===== config.mk =====
export PLATFORM = sky130hd
export DESIGN_NAME = dbc_port_event_sched
export DESIGN_NICKNAME = d
export VERILOG_FILES = /design/src/rtl/dbc_port_event_sched_pkg.sv /design/src/rtl/dbc_port_event_sched_chg_latch.sv /design/src/rtl/dbc_port_event_sched.sv
export SDC_FILE = /design/constraint.sdc
export NUM_CORES = 1
export LEC_CHECK = 0
export ABC_AREA = 1
export CORE_UTILIZATION = 43
export CTS_BUF_LIST = sky130_fd_sc_hd__clkbuf_16
export DETAILED_ROUTE_END_ITERATION = 16
export GPL_TIMING_DRIVEN = 0
export PLACE_DENSITY = 0.75
export SKIP_LAST_GASP = 1
export SLEW_MARGIN = 25
export SYNTH_ARGS = -nofsm -noshare
export SYNTH_HDL_FRONTEND = slang
export SYNTH_SLANG_ARGS = --single-unit
export TNS_END_PERCENT = 1

===== constraint.sdc =====
create_clock -name clock -period 1.39 [get_ports clock]
set_input_delay 0.278 -clock clock [delete_from_list [all_inputs] [get_ports clock]]
set_output_delay 0.278 -clock clock [all_outputs]
set_load 0.03 [all_outputs]

===== src/rtl/dbc_port_event_sched_pkg.sv =====
// Shared definitions for the DbC port event scheduler: run-state and event-code
// encodings, change-bit indices and the event priority picker.
package dbc_port_event_sched_pkg;

    typedef enum logic [2:0] {
        DBC_OFF  = 3'd0,
        DBC_DISC = 3'd1,
        DBC_ENA  = 3'd2,
        DBC_RST  = 3'd3,
        DBC_CFG  = 3'd4,
        DBC_ERR  = 3'd5
    } dbc_state_e;

    typedef enum logic [1:0] {
        EVT_CSC = 2'd0,
        EVT_PLC = 2'd1,
        EVT_PRC = 2'd2,
        EVT_CEC = 2'd3
    } evt_code_e;

    typedef enum logic {
        SCH_IDLE = 1'b0,
        SCH_PEND = 1'b1
    } sched_state_e;

    localparam int CHG_CSC = 0;
    localparam int CHG_PLC = 1;
    localparam int CHG_PRC = 2;
    localparam int CHG_CEC = 3;

    // Fixed priority CEC > PRC > CSC > PLC; PLC is the fallthrough.
    function automatic evt_code_e pick_code(input logic [3:0] pend);
        evt_code_e code;
        if (pend[CHG_CEC]) begin
            code = EVT_CEC;
        end else if (pend[CHG_PRC]) begin
            code = EVT_PRC;
        end else if (pend[CHG_CSC]) begin
            code = EVT_CSC;
        end else begin
            code = EVT_PLC;
        end
        return code;
    endfunction

endpackage


===== src/rtl/dbc_port_event_sched_chg_latch.sv =====
// dbc_chg_latch: 4-bit sticky change register with write-1-to-clear and a
// reported mask that never holds a bit whose sticky bit is clear.
module dbc_chg_latch (
    input  logic       clock,
    input  logic       reset_n,
    input  logic       dce,
    input  logic [3:0] chg_set,
    input  logic [3:0] chg_clr,
    input  logic [3:0] rpt_set,
    output logic [3:0] chg_sts,
    output logic [3:0] reported
);

    logic [3:0] sts_r;
    logic [3:0] rpt_r;
    logic [3:0] sts_next_s;
    logic [3:0] rpt_next_s;

    // Next sticky/reported values; masking with sts lets a bit cleared mid-report be reported again.
    always_comb begin
        sts_next_s = 4'b0000;
        rpt_next_s = 4'b0000;
        if (dce) begin
            sts_next_s = (sts_r & ~chg_clr) | chg_set;
            rpt_next_s = ((rpt_r & ~chg_clr) | rpt_set) & sts_next_s;
        end else begin
            sts_next_s = 4'b0000;
            rpt_next_s = 4'b0000;
        end
    end

    // Sticky and reported registers.
    always_ff @(posedge clock) begin
        if (!reset_n) begin
            sts_r <= 4'b0000;
            rpt_r <= 4'b0000;
        end else begin
            sts_r <= sts_next_s;
            rpt_r <= rpt_next_s;
        end
    end

    assign chg_sts  = sts_r;
    assign reported = rpt_r;

endmodule


===== src/rtl/dbc_port_event_sched.sv =====
// DbC port run-state FSM plus Port Status Change event scheduler.
// Optional event handshake timeout is enabled by defining DBC_EVT_TIMEOUT_EN.
module dbc_port_event_sched
    import dbc_port_event_sched_pkg::*;
#(
    parameter int unsigned TMO_CYCLES = 1024,
    parameter int unsigned TMO_W      = 11
) (
    input  logic       clock,
    input  logic       reset_n,
    input  logic       dce,
    input  logic       ccs,
    input  logic       pr,
    input  logic       cfg_done,
    input  logic [3:0] chg_set,
    input  logic [3:0] chg_clr,
    output logic [3:0] chg_sts,
    output logic       evt_valid,
    output logic [1:0] evt_code,
    input  logic       evt_ready,
    output logic [2:0] dbc_state,
    output logic       dcr,
    output logic       irq,
    output logic       tmo_err
);

    dbc_state_e   state_r, state_next_s;
    sched_state_e sched_r, sched_next_s;
    evt_code_e    code_r, code_next_s;
    logic         valid_r;
    logic         irq_r, irq_next_s;
    logic         dcr_r;
    logic [3:0]   rpt_set_s;
    logic [3:0]   reported_s;
    logic [3:0]   pend_s;

`ifdef DBC_EVT_TIMEOUT_EN
    localparam logic [TMO_W-1:0] TMO_LAST = TMO_W'(TMO_CYCLES - 1);
    logic [TMO_W-1:0] cnt_r, cnt_next_s;
    logic             tmo_r, tmo_next_s, tmo_hit_s;
`endif

    dbc_chg_latch u_chg_latch (
        .clock    (clock),
        .reset_n  (reset_n),
        .dce      (dce),
        .chg_set  (chg_set),
        .chg_clr  (chg_clr),
        .rpt_set  (rpt_set_s),
        .chg_sts  (chg_sts),
        .reported (reported_s)
    );

    assign pend_s = chg_sts & ~reported_s;

    // Run-state next-state logic, rules applied in priority order.
    always_comb begin
        state_next_s = state_r;
        if (!dce) begin
            state_next_s = DBC_OFF;
        end else if (state_r == DBC_OFF) begin
            state_next_s = DBC_DISC;
        end else if (!ccs) begin
            state_next_s = DBC_DISC;
        end else if (chg_set[CHG_CEC] &&
                     ((state_r == DBC_ENA) || (state_r == DBC_RST) || (state_r == DBC_CFG))) begin
            state_next_s = DBC_ERR;
        end else begin
            case (state_r)
                DBC_DISC: state_next_s = DBC_ENA;
                DBC_ENA: begin
                    if (pr) begin
                        state_next_s = DBC_RST;
                    end else if (cfg_done) begin
                        state_next_s = DBC_CFG;
                    end else begin
                        state_next_s = DBC_ENA;
                    end
                end
                DBC_RST: begin
                    if (!pr) begin
                        state_next_s = DBC_ENA;
                    end else begin
                        state_next_s = DBC_RST;
                    end
                end
                DBC_CFG: begin
                    if (pr) begin
                        state_next_s = DBC_RST;
                    end else begin
                        state_next_s = DBC_CFG;
                    end
                end
                DBC_ERR: state_next_s = DBC_ERR;
                default: state_next_s = DBC_OFF;
            endcase
        end
    end

    // Scheduler next-state logic: pick, hold, complete (or time out) one event at a time.
    always_comb begin
        sched_next_s = sched_r;
        code_next_s  = code_r;
        rpt_set_s    = 4'b0000;
        irq_next_s   = 1'b0;
`ifdef DBC_EVT_TIMEOUT_EN
        cnt_next_s   = cnt_r;
        tmo_hit_s    = 1'b0;
`endif
        case (sched_r)
            SCH_IDLE: begin
                if (dce && (pend_s != 4'b0000)) begin
                    sched_next_s = SCH_PEND;
                    code_next_s  = pick_code(pend_s);
`ifdef DBC_EVT_TIMEOUT_EN
                    cnt_next_s   = {TMO_W{1'b0}};
`endif
                end else begin
                    sched_next_s = SCH_IDLE;
                end
            end
            SCH_PEND: begin
                if (!dce) begin
                    sched_next_s = SCH_IDLE;
                end else if (evt_ready) begin
                    sched_next_s = SCH_IDLE;
                    rpt_set_s    = 4'b0001 << code_r;
                    irq_next_s   = 1'b1;
`ifdef DBC_EVT_TIMEOUT_EN
                end else if (cnt_r == TMO_LAST) begin
                    sched_next_s = SCH_IDLE;
                    rpt_set_s    = 4'b0001 << code_r;
                    tmo_hit_s    = 1'b1;
                end else begin
                    cnt_next_s   = cnt_r + TMO_W'(1);
                end
`else
                end else begin
                    sched_next_s = SCH_PEND;
                end
`endif
            end
            default: sched_next_s = SCH_IDLE;
        endcase
`ifdef DBC_EVT_TIMEOUT_EN
        tmo_next_s = dce & (tmo_r | tmo_hit_s);
`endif
    end

    // State and registered outputs.
    always_ff @(posedge clock) begin
        if (!reset_n) begin
            state_r <= DBC_OFF;
            sched_r <= SCH_IDLE;
            code_r  <= EVT_CSC;
            valid_r <= 1'b0;
            irq_r   <= 1'b0;
            dcr_r   <= 1'b0;
        end else begin
            state_r <= state_next_s;
            sched_r <= sched_next_s;
            code_r  <= code_next_s;
            valid_r <= (sched_next_s == SCH_PEND);
            irq_r   <= irq_next_s;
            dcr_r   <= (state_next_s == DBC_CFG);
        end
    end

`ifdef DBC_EVT_TIMEOUT_EN
    // Handshake timeout counter and sticky timeout flag.
    always_ff @(posedge clock) begin
        if (!reset_n) begin
            cnt_r <= {TMO_W{1'b0}};
            tmo_r <= 1'b0;
        end else begin
            cnt_r <= cnt_next_s;
            tmo_r <= tmo_next_s;
        end
    end
    assign tmo_err = tmo_r;
`else
    assign tmo_err = 1'b0;
`endif

    assign dbc_state = state_r;
    assign evt_valid = valid_r;
    assign evt_code  = code_r;
    assign irq       = irq_r;
    assign dcr       = dcr_r;

endmodule

==> out/metrics.yaml <==
clock_network:
  clock-sinks: 16
  clockBufferDepth: 2
  cts_max_level: 1
  root_buffer: "clkbuf_16"
  clk_pin_slew_ns: 0.05
  cts_tree: "yes"
  cts_hold_buf: 0
  insertion_delay_ns: 0.25
  postCtsSetupRepairBufs: 0
  cts_buffers: 3
drt:
  wl_per_cell_um: 11.0
  viasPerCell: 4.76
  ant_nets: 0
  wirelength_um: 1830
  vias: 795
  initialDrtViolationCount: 14
  drtPass1Iterations: 4
  drc: 0
global_route:
  grt_start_max_net_pins: 11
  groute.usage.overall_pct: 20.1
  grt_pass1_vias: 725
  grt-ovfl-total: 0
  grt_first_pass_wirelength_um: 2890
  antenna_found_initial: 0
sta:
  rsz0062_at_grt: "true"
  hold_viol: 0
  period_share_pct: 118
  drv_slew: 0
  setup_viol: 10
  period_minus_slack_ns: 1.64
  clock.fmax_ghz: 0.610
  fin_skew_ns: 0.00100
  fin_ws_ns: -0.250
critical_path:
  worstPathMaxFanout: 4
  crit_family: "buffers and inverters"
  rr_endpoint: "dcr"
  worst-r2r-cell-count: 6
  crit_chain: "clkdlybuf4s50_1"
  required_ns: 1.11
  path_buf_inv: 1
  critPathKind: "reg2out"
  startpoint_type: "register"
  cp_slowest_cell: "clkdlybuf4s50_1"
  arrival_ns: 1.36
  r2r_slack_ns: 0.15
  regToRegStartpoint: "dbc_state[2]"
  slowest_delay_ns: 0.70
  crit_path_end_kind: "output pin"
floorplanning:
  core_um2: 1730
  ios: 28
  die_h_um: 45.0
  die_w_um: 45.0
  initial_core_util_pct: 46.1
  die_area_um2: 2030
  rows: 15
logic_synthesis:
  postSynthAreaPerCell_um2: 7.04
  syn_area_um2: 796
  synth_top_area_share_pct: 40.3
  synth_top_area_cell: "dfxtp_1"
  ys_seq_area_share_pct: 40.3
  postSynthCellCount: 113
  ys_ff_latch: 16
  yosysWarnings: 0
  syn_nets: 129
  yosysUniqueCellTypes: 21
  synth_area_leaders: "dfxtp_1, inv_1, nand2_1"
layout:
  instances_no_fill: 167
  diodes: 0
  multi_input_area_um2: 382
  drive_gt1_share_pct: 15.5
  synthToLayoutAreaGrowth_pct: 45.6
  layout_common_cells: "clkdlybuf4s50_1, inv_1, nand2_1"
  final_common_cell: "clkdlybuf4s50_1"
  register_area_um2: 322
  nFillCells: 157
  nets: 159
placement:
  hpwl_um: 1390
  dp_cells: 163
  io_buffers: 25
  gp_congestion: 0.794
  pre_cts_slack_ns: -0.0145
status:
  violations: "negative setup slack"
  outcome: "finished, violations left"
min_path:
  hold_depth: 3
  hp-start: "dce"
  hold_class: "in2reg"
  holdPathEnd: "dbc_state[0]"
pwr:
  leakagePower_nw: 0.522
  powerDensity_nw_per_um2: 1060
  ir_drop_v: 0.000790
flow_run:
  maxCapViolCount: 0
## per-stage QoR
| step | instance area [µm²] | utilization, % | power (mW) | TNS, ns | hold WS, ns |
|---|---|---|---|---|---|
| floorplan | 797 | - | 0.591 | 0 | 0.399 |
| global placement | 1080 | 62.5 | 0.671 | -0.0121 | 0.520 |
| detailed placement | 1080 | 62.5 | 0.674 | -0.0248 | 0.521 |
| CTS | 1160 | 67.0 | 1.23 | -1.94 | 0.344 |
| global route | 1160 | 67.1 | 1.27 | -2.00 | 0.354 |
| finish | 1160 | 67.1 | 1.23 | -1.66 | 0.341 |
## synth_stat cells
cell	count
inv_1	17
dfxtp_1	16
nand2_1	16
nor2_1	15
a21oi_1	6
nand2_2	6
nand3_1	6
a22oi_1	4
inv_2	4
nor3_1	4
nand4_1	3
nor2_2	3
o21ai_0	3
buf_4	2
o21ai_1	2
a21boi_1	1
a21boi_2	1
conb_1	1
ha_1	1
nand3_2	1
nor3_2	1
## where the power goes
part           internal [mW]  switching [mW]  leakage, nW
Sequential             0.474          0.0151        0.131
Clock                  0.382           0.184       0.0385
Combinational         0.0801          0.0962        0.353
## worst max-delay path by stage
stage | start | to | depth (start not counted)
after floorplan | dbc_state[1] | dcr | 5
after global placement | evt_code[0] | evt_code[0] | 1
after detailed placement | pr | dcr | 6
after CTS | dbc_state[0] | dbc_state[0] | 1
after global routing | dbc_state[1] | dbc_state[1] | 1
final | dbc_state[1] | dbc_state[1] | 1
## cell families after synthesis
kind of cell             after synthesis  share of synthesized area [%]
AND/OR/NAND/NOR                       55                           32.9
flip-flops                            16                           40.3
other                                  1                          0.471
buffers and inverters                 23                           11.8
AO/OA/AOI/OAI                         17                           13.1
adder cells (fa/ha/maj)                1                           1.57
## repair_timing
item | 4_1_cts | 5_1_grt
pin swaps | 0 | 0
gates resized for setup | 1 | 1
endpoints found under the setup margin | 12 | 12
## layer usage
layer  part of all wire, %  up-vias  wire [µm]  GRT usage, %
met3                   4.3        2         79          6.00
li1                      -      417          -             -
met1                    42      356        761          20.3
met4                   1.1        0         20          9.09
met5                     0        -          0             0
met2                    53       20        968          37.4
## layout make-up
type | count | area share, %
buffer | 2 | 1.30
timing repair buffer | 25 | 21.7
inverter | 21 | 6.80
multi-input combinational | 74 | 32.9
clock buffer | 3 | 6.48
tap | 25 | 2.70
sequential | 16 | 27.8
clock inverter | 1 | 0.324
## sequential cells by signal (all words and copies together) (netlist names)
signal and flops:
dbc_state 3, u_chg_latch.reported 4, irq 1, evt_valid 1
dcr 1, evt_code 2, u_chg_latch.chg_sts 4
(Power assumes the default switching activity.)
